## config.mk

```make
export PLATFORM = sky130hd
export DESIGN_NAME = trig_ratio_seq_flat
export DESIGN_NICKNAME = d
export VERILOG_FILES = /design/src/rtl/trig_ratio_seq_if.sv /design/src/rtl/trig_ratio_seq.sv /design/src/flat_wrapper.sv
export SDC_FILE = /design/constraint.sdc
export NUM_CORES = 1
export LEC_CHECK = 0
export CAP_MARGIN = 30
export CELL_PAD_IN_SITES_DETAIL_PLACEMENT = 0
export CELL_PAD_IN_SITES_GLOBAL_PLACEMENT = 2
export CORE_MARGIN = 1
export CORE_UTILIZATION = 41
export CTS_CLUSTER_SIZE = 10
export DETAILED_ROUTE_END_ITERATION = 8
export PLACE_DENSITY = 0.9
export SYNTH_ARGS = -nofsm -noshare
export SYNTH_HDL_FRONTEND = slang
export SYNTH_SLANG_ARGS = --single-unit
```

## constraint.sdc

```tcl
create_clock -name clk -period 12.9 [get_ports clk]
set_input_delay 1.935 -clock clk [delete_from_list [all_inputs] [get_ports clk]]
set_output_delay 1.935 -clock clk [all_outputs]
set_load 0.02 [all_outputs]
```

## src/rtl/trig_ratio_seq_if.sv

```systemverilog
// Handshake bundle for the sequential tan/cot unit: operand request channel
// (in_valid/in_ready) and result channel (out_valid/out_ready).
interface trig_ratio_seq_if #(
   parameter int WIDTH = 16
) ();
   logic                    in_valid;
   logic                    in_ready;
   logic                    mode;
   logic signed [WIDTH-1:0] sin_in;
   logic signed [WIDTH-1:0] cos_in;
   logic                    out_valid;
   logic                    out_ready;
   logic signed [WIDTH-1:0] result;
   logic                    div_zero;
   logic                    sat;

   // Producer/consumer side: drives operands and accepts results.
   modport master (
      output in_valid, mode, sin_in, cos_in, out_ready,
      input  in_ready, out_valid, result, div_zero, sat
   );

   // Divider side: accepts operands and presents results.
   modport slave (
      input  in_valid, mode, sin_in, cos_in, out_ready,
      output in_ready, out_valid, result, div_zero, sat
   );
endinterface

```

## src/rtl/trig_ratio_seq.sv

```systemverilog
// Sequential signed tan/cot unit. Computes num*SCALE/den with a restoring
// divider (one quotient bit per cycle), then applies sign, saturation and
// divide-by-zero clamping. Fixed latency: PROD_W+2 cycles from accept.
module trig_ratio_seq #(
   parameter int WIDTH = 16,
   parameter int SCALE = 10000
) (
   input  logic             clk,
   input  logic             rst,
   trig_ratio_seq_if.slave  bus
);
   localparam int PROD_W = 2 * WIDTH;
   localparam int CNT_W  = $clog2(PROD_W);

   localparam logic signed [WIDTH-1:0] MAX_V   = {1'b0, {(WIDTH-1){1'b1}}};
   localparam logic signed [WIDTH-1:0] MIN_V   = {1'b1, {(WIDTH-1){1'b0}}};
   localparam logic [PROD_W-1:0]       SCALE_P = PROD_W'(SCALE);
   localparam logic [PROD_W-1:0]       LIM_POS = {{(PROD_W-WIDTH+1){1'b0}}, {(WIDTH-1){1'b1}}};
   localparam logic [PROD_W-1:0]       LIM_NEG = {{(PROD_W-WIDTH){1'b0}}, 1'b1, {(WIDTH-1){1'b0}}};
   localparam logic [CNT_W-1:0]        CNT_LAST = CNT_W'(PROD_W - 1);

   typedef enum logic [2:0] {
      S_IDLE = 3'd0,
      S_LOAD = 3'd1,
      S_DIV  = 3'd2,
      S_FIN  = 3'd3,
      S_DONE = 3'd4
   } state_t;

   // Magnitude of a two's complement value; the most negative value maps to
   // 2**(WIDTH-1), which still fits in WIDTH unsigned bits.
   function automatic logic [WIDTH-1:0] abs_f(input logic signed [WIDTH-1:0] v);
      abs_f = v[WIDTH-1] ? (~v + {{(WIDTH-1){1'b0}}, 1'b1}) : v;
   endfunction

   state_t                  r_state;
   logic signed [WIDTH-1:0] r_num;
   logic signed [WIDTH-1:0] r_den;
   logic                    r_neg;
   logic                    r_dz;
   logic [PROD_W-1:0]       r_dividend;   // shifts out dividend bits, shifts in quotient bits
   logic [WIDTH-1:0]        r_divisor;
   logic [WIDTH-1:0]        r_rem;
   logic [CNT_W-1:0]        r_cnt;
   logic                    r_out_valid;
   logic signed [WIDTH-1:0] r_result;
   logic                    r_div_zero;
   logic                    r_sat;

   logic [WIDTH:0]          w_rem_shift;
   logic [WIDTH:0]          w_trial;
   logic                    w_ge;
   logic [WIDTH-1:0]        w_num_abs;
   logic [WIDTH-1:0]        w_den_abs;
   logic [PROD_W-1:0]       w_lim;
   logic [WIDTH-1:0]        w_q_lo;

   // Restoring step: the partial remainder is always below the divisor, so
   // the shifted value fits WIDTH+1 bits and the trial's top bit is the borrow.
   assign w_rem_shift = {r_rem, r_dividend[PROD_W-1]};
   assign w_trial     = w_rem_shift - {1'b0, r_divisor};
   assign w_ge        = ~w_trial[WIDTH];
   assign w_num_abs   = abs_f(r_num);
   assign w_den_abs   = abs_f(r_den);
   assign w_lim       = r_neg ? LIM_NEG : LIM_POS;
   assign w_q_lo      = r_dividend[WIDTH-1:0];

   assign bus.in_ready  = (r_state == S_IDLE) && !rst;
   assign bus.out_valid = r_out_valid;
   assign bus.result    = r_result;
   assign bus.div_zero  = r_div_zero;
   assign bus.sat       = r_sat;

   // Control FSM and datapath: capture, load, divide, finalise, hold result.
   always_ff @(posedge clk) begin
      if (rst) begin
         r_state     <= S_IDLE;
         r_num       <= '0;
         r_den       <= '0;
         r_neg       <= 1'b0;
         r_dz        <= 1'b0;
         r_dividend  <= '0;
         r_divisor   <= '0;
         r_rem       <= '0;
         r_cnt       <= '0;
         r_out_valid <= 1'b0;
         r_result    <= '0;
         r_div_zero  <= 1'b0;
         r_sat       <= 1'b0;
      end else begin
         case (r_state)
            S_IDLE: begin
               if (bus.in_valid) begin
                  r_num   <= bus.mode ? bus.cos_in : bus.sin_in;
                  r_den   <= bus.mode ? bus.sin_in : bus.cos_in;
                  r_state <= S_LOAD;
               end else begin
                  r_state <= S_IDLE;
               end
            end
            S_LOAD: begin
               r_neg      <= r_num[WIDTH-1] ^ r_den[WIDTH-1];
               r_dividend <= {{(PROD_W-WIDTH){1'b0}}, w_num_abs} * SCALE_P;
               r_divisor  <= w_den_abs;
               r_dz       <= (r_den == {WIDTH{1'b0}});
               r_rem      <= '0;
               r_cnt      <= '0;
               r_state    <= S_DIV;
            end
            S_DIV: begin
               r_rem      <= w_ge ? w_trial[WIDTH-1:0] : w_rem_shift[WIDTH-1:0];
               r_dividend <= {r_dividend[PROD_W-2:0], w_ge};
               r_cnt      <= r_cnt + {{(CNT_W-1){1'b0}}, 1'b1};
               if (r_cnt == CNT_LAST) begin
                  r_state <= S_FIN;
               end else begin
                  r_state <= S_DIV;
               end
            end
            S_FIN: begin
               if (r_dz) begin
                  r_result   <= r_num[WIDTH-1] ? MIN_V : MAX_V;
                  r_div_zero <= 1'b1;
                  r_sat      <= 1'b1;
               end else if (r_dividend > w_lim) begin
                  r_result   <= r_neg ? MIN_V : MAX_V;
                  r_div_zero <= 1'b0;
                  r_sat      <= 1'b1;
               end else begin
                  // Negating a zero quotient yields zero, so no special case.
                  r_result   <= r_neg ? (~w_q_lo + {{(WIDTH-1){1'b0}}, 1'b1}) : w_q_lo;
                  r_div_zero <= 1'b0;
                  r_sat      <= 1'b0;
               end
               r_out_valid <= 1'b1;
               r_state     <= S_DONE;
            end
            S_DONE: begin
               if (bus.out_ready) begin
                  r_out_valid <= 1'b0;
                  r_state     <= S_IDLE;
               end else begin
                  r_state <= S_DONE;
               end
            end
            default: begin
               r_out_valid <= 1'b0;
               r_state     <= S_IDLE;
            end
         endcase
      end
   end
endmodule

```

## src/flat_wrapper.sv

```systemverilog
// flat-port wrapper written by rule: the top's interface ports become plain ports
module trig_ratio_seq_flat 
#(
   parameter int WIDTH = 16,
   parameter int SCALE = 10000
)
  (clk, rst, bus_in_valid, bus_mode, bus_sin_in, bus_cos_in, bus_out_ready, bus_in_ready, bus_out_valid, bus_result, bus_div_zero, bus_sat);
  trig_ratio_seq_if #(.WIDTH(WIDTH)) bus_i ();
  input  logic clk;
  input  logic rst;
  input wire logic [$bits(bus_i.in_valid)-1:0] bus_in_valid;
  input wire logic [$bits(bus_i.mode)-1:0] bus_mode;
  input wire logic [$bits(bus_i.sin_in)-1:0] bus_sin_in;
  input wire logic [$bits(bus_i.cos_in)-1:0] bus_cos_in;
  input wire logic [$bits(bus_i.out_ready)-1:0] bus_out_ready;
  output wire logic [$bits(bus_i.in_ready)-1:0] bus_in_ready;
  output wire logic [$bits(bus_i.out_valid)-1:0] bus_out_valid;
  output wire logic [$bits(bus_i.result)-1:0] bus_result;
  output wire logic [$bits(bus_i.div_zero)-1:0] bus_div_zero;
  output wire logic [$bits(bus_i.sat)-1:0] bus_sat;
  assign bus_i.in_valid = bus_in_valid;
  assign bus_i.mode = bus_mode;
  assign bus_i.sin_in = bus_sin_in;
  assign bus_i.cos_in = bus_cos_in;
  assign bus_i.out_ready = bus_out_ready;
  assign bus_in_ready = bus_i.in_ready;
  assign bus_out_valid = bus_i.out_valid;
  assign bus_result = bus_i.result;
  assign bus_div_zero = bus_i.div_zero;
  assign bus_sat = bus_i.sat;
  trig_ratio_seq #(.WIDTH(WIDTH), .SCALE(SCALE)) u_core (.clk(clk), .rst(rst), .bus(bus_i));
endmodule
```

* Word level (Yosys, flattened, before mapping) *
Index checks and enable logic that the tools add are counted.

word-level totals
  register bits after elaboration = 125
  latch bits = 0
  RAM bits = 0
  memory bits (read-only) = 0
  input bits = 37
  word-level logic and storage cells = 63
  memories kept = 0

cells by class
  add/subtract/negate cells = 5
  multipliers = 1
  div/mod/pow operators = 0
  magnitude comparators = 1
  equality and inequality tests = 6
  shift operators = 0
  multiplexer cells = 23
  bitwise operators = 6
  reductions and logical operators = 8

operators by type and width
  operator                                              number
  two-way mux 16 bit                                    11
  case mux 32 bit (2 select lines)                      1
  adder 16 x 1 -> 16 bit (second input constant)        3
  inverter 16 bit                                       3
  greater-than comparator 32 bit                        1
  case mux 16 bit (2 select lines)                      1
  multiplier 16 x 10 -> 26 bit (second input constant)  1
  subtractor 17 x 16 -> 17 bit                          1
  logical NOT 16 bit                                    1
  case mux 3 bit (5 select lines)                       1
  case mux 5 bit (2 select lines)                       1
  equality test 3 x 2 -> 1 bit (second input constant)  2
  two-way mux 1 bit                                     6
  adder 5 x 1 -> 5 bit (second input constant)          1
  equality test 5 bit (second input constant)           1
  AND reduction 2 bit                                   2
  equality test 3 x 1 -> 1 bit (second input constant)  1
  equality test 3 bit (second input constant)           1
  logical NOT 3 bit                                     1
  two-way mux 3 bit                                     1
  case mux 1 bit (3 select lines)                       1
  OR reduction 3 bit                                    1
  inequality test 2 bit (second input constant)         1
  inverter 1 bit                                        2
  4 further kinds                                       4

* Depth between registers and ports, before layout *
  word-level depth = 5
  mapped depth = 24
  gate-level depth less buffers = 24

* Least setup slack after synthesis *
Ideal clock, no wire load.

  path kind = register to register
  start point = register u_core.r_num[2]
  end point = register u_core.r_dividend[26]
  library setup time = 74 ps
  data arrival time = 5733 ps
  data required time = 12826 ps
  setup slack = 7092 ps
  cell stages (with the launch flop) = 24
  path buffers = 0
  clock period less this slack = 5808 ps
  cells stage by stage = dfxtp_1 or4_1 nor3_1 nand3_1 or2_2 o31ai_1 xnor2_1 inv_1 fa_1 inv_1 ha_1 inv_1 fa_1 inv_1 ha_1 ha_1 ha_1 nand2_1 o21ai_0 a21oi_1 o21ai_0 a21oi_1 or4b_2 a31oi_1

on the way
  word-level cells in the longest chain between the ends = 5

RTL lines
  element                             line                   text
  start, declared                     trig_ratio_seq.sv:37   logic signed [WIDTH-1:0] r_num;
  start signal, assigned              trig_ratio_seq.sv:94   r_num <= bus.mode ? bus.cos_in : bus.sin_in;
  inverter 16 bit                     trig_ratio_seq.sv:33   abs_f = v[WIDTH-1] ? (~v + {{(WIDTH-1){1'b0}}, 1'b1}) : v;
  adder 16 x 1 -> 16 bit              trig_ratio_seq.sv:33
  two-way mux 16 bit *                trig_ratio_seq.sv:33
  multiplier 16 x 10 -> 26 bit *      trig_ratio_seq.sv:103  r_dividend <= {{(PROD_W-WIDTH){1'b0}}, w_num_abs} * SCALE_P;
  case mux 32 bit (2 select lines) *  trig_ratio_seq.sv:91   case (r_state)
  end signal, assigned                trig_ratio_seq.sv:103
  end signal, assigned                trig_ratio_seq.sv:112  r_dividend <= {r_dividend[PROD_W-2:0], w_ge};
  end, declared                       trig_ratio_seq.sv:41   logic [PROD_W-1:0] r_dividend;

Mark *: on every way between the ends. The rest lies on a longest branch, timed or not.
A chain may end at the register's enable or synchronous reset.

* Final worst setup path *
Same ends and word-level chain as after synthesis.

==> summary.md <==
| Metric | Value |
|---|---|
| Setup crit end | u_core.r_dividend[26]$_SDFFE_PP0P_ |
| Final Max Slew Viols | 0 |
| DRT antenna net count | 0 |
| Seq pwr share | 0.177 |
| GR Overflow Total | 0 |
| Synth Area in XOR/XNOR | 0.0740 |
| CTS resizes | 0 |
| Setup repair after global routing missed its margin | false |
| Vias post-DR | 7932 |
| Detailed Route Iter0 Violations | ~500 |
| GP Congestion | about 0.8 |
| Synth Cell Area | just under 10000 um^2 |
| All-Layer GR Usage | 0.199 |
| Top Ports | between 50 and 60 |
| Final worst-path cycle share | 0.488 |
| Final Power | around 2.8 mW |
| Vias per cell | between 5 and 6 |
| Slowest CP cell | or4b_2 |
| Achievable clock frequency | between 150 and 200 MHz |
| FFs w/ async S/R, synth | 0 |
| Mux share of post-synthesis cell area | 0.0433 |
| Port bufs | 56 |
| Pin count of the biggest net entering global routing | 65 |
| Post-synthesis register bit count | between 100 and 150 |
| Reg2reg setup slack | 6.61 ns |
| CP startpoint | u_core.r_num[2]$_SDFFE_PP0P_ |
| DP Cell Count | around 1500 |
| Startpoint Class | flip-flop |
| WL final | approximately 23000 um |
| Kind of critical path | reg -> reg |
| Clock network power share | 0.167 |
| Pre-antenna DRT Iters | 5 |
| Layout cell share with drive strength beyond 1 | 0.0478 |
| Clock root cell | clkbuf_16 |
| CTS max path bufs | 2 |
| # DRC | 0 |
| Core Region | 22900 um^2 |
| Leak pwr | ~4.7 nW |
| Dpl hpwl | around 17000 um |
| Design Area, Final | 11100 um^2 |
| Post-synth EDFFs | 0 |
| Switch Pwr | around 1.3 mW |
| YS warnings | 0 |
| Place WS | around 6.7 ns |
| Finished Layout Cells | approximately 1500 |
| VDD IR-drop max | about 160 uV |
| Drt wl/cell | roughly 15 um |
| Initial antenna violation count | 0 |
| Yosys top cell by area | dfxtp_1 |
| Worst Tran Pin Value | around 0.93 ns |
| P&R area growth vs syn | 14.1% |
| Synth Instances | ~1100 |
| Synth top cells by count | dfxtp_1, inv_1, ha_1 |
| Combinational power share | 0.656 |
| Setup Buffers After CTS | 0 |
| Main synth FF type | dfxtp_1 |
| Worst path depth | 23 |
| Power density over cell area | ~250 nW/um^2 |
| Rel. slew slack | 0.372 |
| Cell family with most CP delay | adder cells |
| Die Area | 24300 um^2 |
| Worst R2R Start | u_core.r_num[2]$_SDFFE_PP0P_ |
| Required time of the critical path | approximately 13 ns |
| Fin nets | approximately 1400 |
| Clk sinks | ~130 |
| Net count after synthesis | 1327 |
| Height of the die | approximately 160 um |
| Row cnt | 55 |
| RR Endpoint | u_core.r_dividend[26]$_SDFFE_PP0P_ |
| Mean post-synth cell area | roughly 8.5 um^2 |
| Final Skew | approximately 0.011 ns |
| Placed Area | around 10000 um^2 |
| Clk_lat worst skew | approximately 0.43 ns |
| Post-Synth Adder-Cell Area | 0.208 |
| Clock period minus worst slack | around 6.3 ns |
| Sw frac | 0.474 |
| CTS Buf Count | 17 |
| Hold crit path type | reg -> reg |
| Worst Path Arrival | around 6.7 ns |
| Reg2Reg Depth | 23 |
| Internal power | around 1.5 mW |
| Worst Path Max Fanout | 6 |
| Max-cap violation count | 0 |
| Post-synthesis compound-gate area fraction | 0.210 |
| CTS tree | built |
| CTS Hold Buffers Added | 0 |
| Reg clk slew, reported paths | roughly 0.06 ns |
| Global-route wire length before repair | a little under 40000 um |
| Setup TNS | 0 ns |
| Yosys cell types | roughly 60 |
| CP Capture Type | flip-flop |
| Largest family of logic cells by synthesized area | compound AO/OA/AOI/OAI gates |
| Post-layout utilization of the core | 0.483 |
| Hold WS | 0.457 ns |
| Most frequent cell after synthesis | dfxtp_1 |
| Post-synthesis simple-gate area fraction | 0.135 |
| Status | finished clean |
| Hold Fails Final Rpt | 0 |
| Die Span X | roughly 160 um |
| Seq/Total Area, Yosys | 0.258 |
| Starting Density | 0.423 |
| Final worst setup slack | roughly 6.6 ns |
| Largest stage delay, worst path | slightly above 0.6 ns |
| Vias in the first global route | ~7500 |
| Buf+Inv Stages, Crit Path | 4 |
| N_diodes | 0 |
| Count of final setup violators | 0 |
| Leading post-synthesis cells by cell area | dfxtp_1, ha_1, fa_1, a211oi_1, inv_1 |
| Post-synth top area share | 0.258 |
| CP Cell Sequence | or4_1, nor3_1, nand3_1, or2_2, o31ai_1, xnor2_1, inv_1, fa_1, inv_1, ha_1, inv_1, fa_1, inv_1, ha_1, ha_1, ha_1, nand2_1, o21ai_0, a21oi_1, o21ai_0, a21oi_1, or4b_2, a31oi_1 |
| H-tree Lvls | 4 |
==> worst register-to-register path: stages, from the launching register on <==
cell and delay [ns]:
dfxtp_1 0.36, or4_1 0.59, nor3_1 0.23, nand3_1 0.14, or2_2 0.33, o31ai_1 0.27
xnor2_1 0.23, inv_1 0.20, fa_1 0.56, inv_1 0.04, ha_1 0.26, inv_1 0.05
fa_1 0.52, inv_1 0.04, ha_1 0.29, ha_1 0.30, ha_1 0.38, nand2_1 0.07
o21ai_0 0.24, a21oi_1 0.10, o21ai_0 0.15, a21oi_1 0.07, or4b_2 0.61, a31oi_1 0.17
==> final cells by class <==
type / count / area [um^2]
Fill cell: 2244 / 11800
Timing Repair Buffer: 68 / 661
Clock inverter: 12 / 111
Tap cell: 313 / 392
Sequential cell: 125 / 2500
Inverter: 116 / 435
Multi-Input combinational cell: 851 / 6520
Clock buffer: 20 / 447
==> how the worst min path moves through the flow <==
stage / from / endpoint / slack [ns] / depth (start not counted)
detailed placement: u_core.bus.div_zero$_SDFFE_PP0P_ / u_core.bus.div_zero$_SDFFE_PP0P_ / 0.45 / 2
global route: u_core.r_divisor[0]$_SDFFE_PP0P_ / u_core.r_divisor[0]$_SDFFE_PP0P_ / 0.49 / 2
CTS: u_core.bus.div_zero$_SDFFE_PP0P_ / u_core.bus.div_zero$_SDFFE_PP0P_ / 0.46 / 2
floorplan: u_core.r_divisor[3]$_SDFFE_PP0P_ / u_core.r_divisor[3]$_SDFFE_PP0P_ / 0.44 / 2
global placement: u_core.bus.div_zero$_SDFFE_PP0P_ / u_core.bus.div_zero$_SDFFE_PP0P_ / 0.45 / 2
finish: u_core.bus.div_zero$_SDFFE_PP0P_ / u_core.bus.div_zero$_SDFFE_PP0P_ / 0.46 / 2
==> power by group through the flow <==
stage,Sequential [mW],Combinational (mW),Clock (mW)
global placement,0.500,1.81,0
detailed placement,0.502,1.81,0
CTS,0.493,1.84,0.475
finish,0.492,1.83,0.465
floorplan,0.480,1.43,0
global route,0.500,2.10,0.491
==> registers in the layout (all words and copies together), names as in the netlist, 3 cells and up <==
| signal | cells |
|---|---|
| u_core.bus.result | 16 |
| u_core.r_cnt | 5 |
| u_core.r_den | 16 |
| u_core.r_dividend | 32 |
| u_core.r_divisor | 16 |
| u_core.r_num | 16 |
| u_core.r_rem | 16 |
| u_core.r_state | 3 |
==> cells by family after synthesis <==
family	after synthesis
multiplexers	42
AO/OA/AOI/OAI	305
adder cells (fa/ha/maj)	143
AND/OR/NAND/NOR	279
XOR/XNOR	82
flip-flops	125
buffers and inverters	171
==> layer usage <==
metal  wire length [um]  part of all wire  global-route usage  vias up
li1                   -                 -                   -     4151
met1              12100              0.54               0.294     3617
met2               9430              0.42               0.292      137
met3                696             0.031              0.0300       27
met4                381             0.017              0.0649        0
met5                  0                 0                   0        -
==> layout by cell type, fill, tap and decap left out, types with 46 or more instances in the layout <==
cell / Yosys / layout
nand2_1: 83 / 83
a211oi_1: 65 / 65
ha_1: 112 / 112
o21ai_0: 47 / 47
xnor2_1: 46 / 46
clkdlybuf4s50_1: 0 / 54
nor2_1: 95 / 93
dfxtp_1: 125 / 125
a21oi_1: 65 / 65
inv_1: 116 / 116
(Power assumes the default switching activity.)
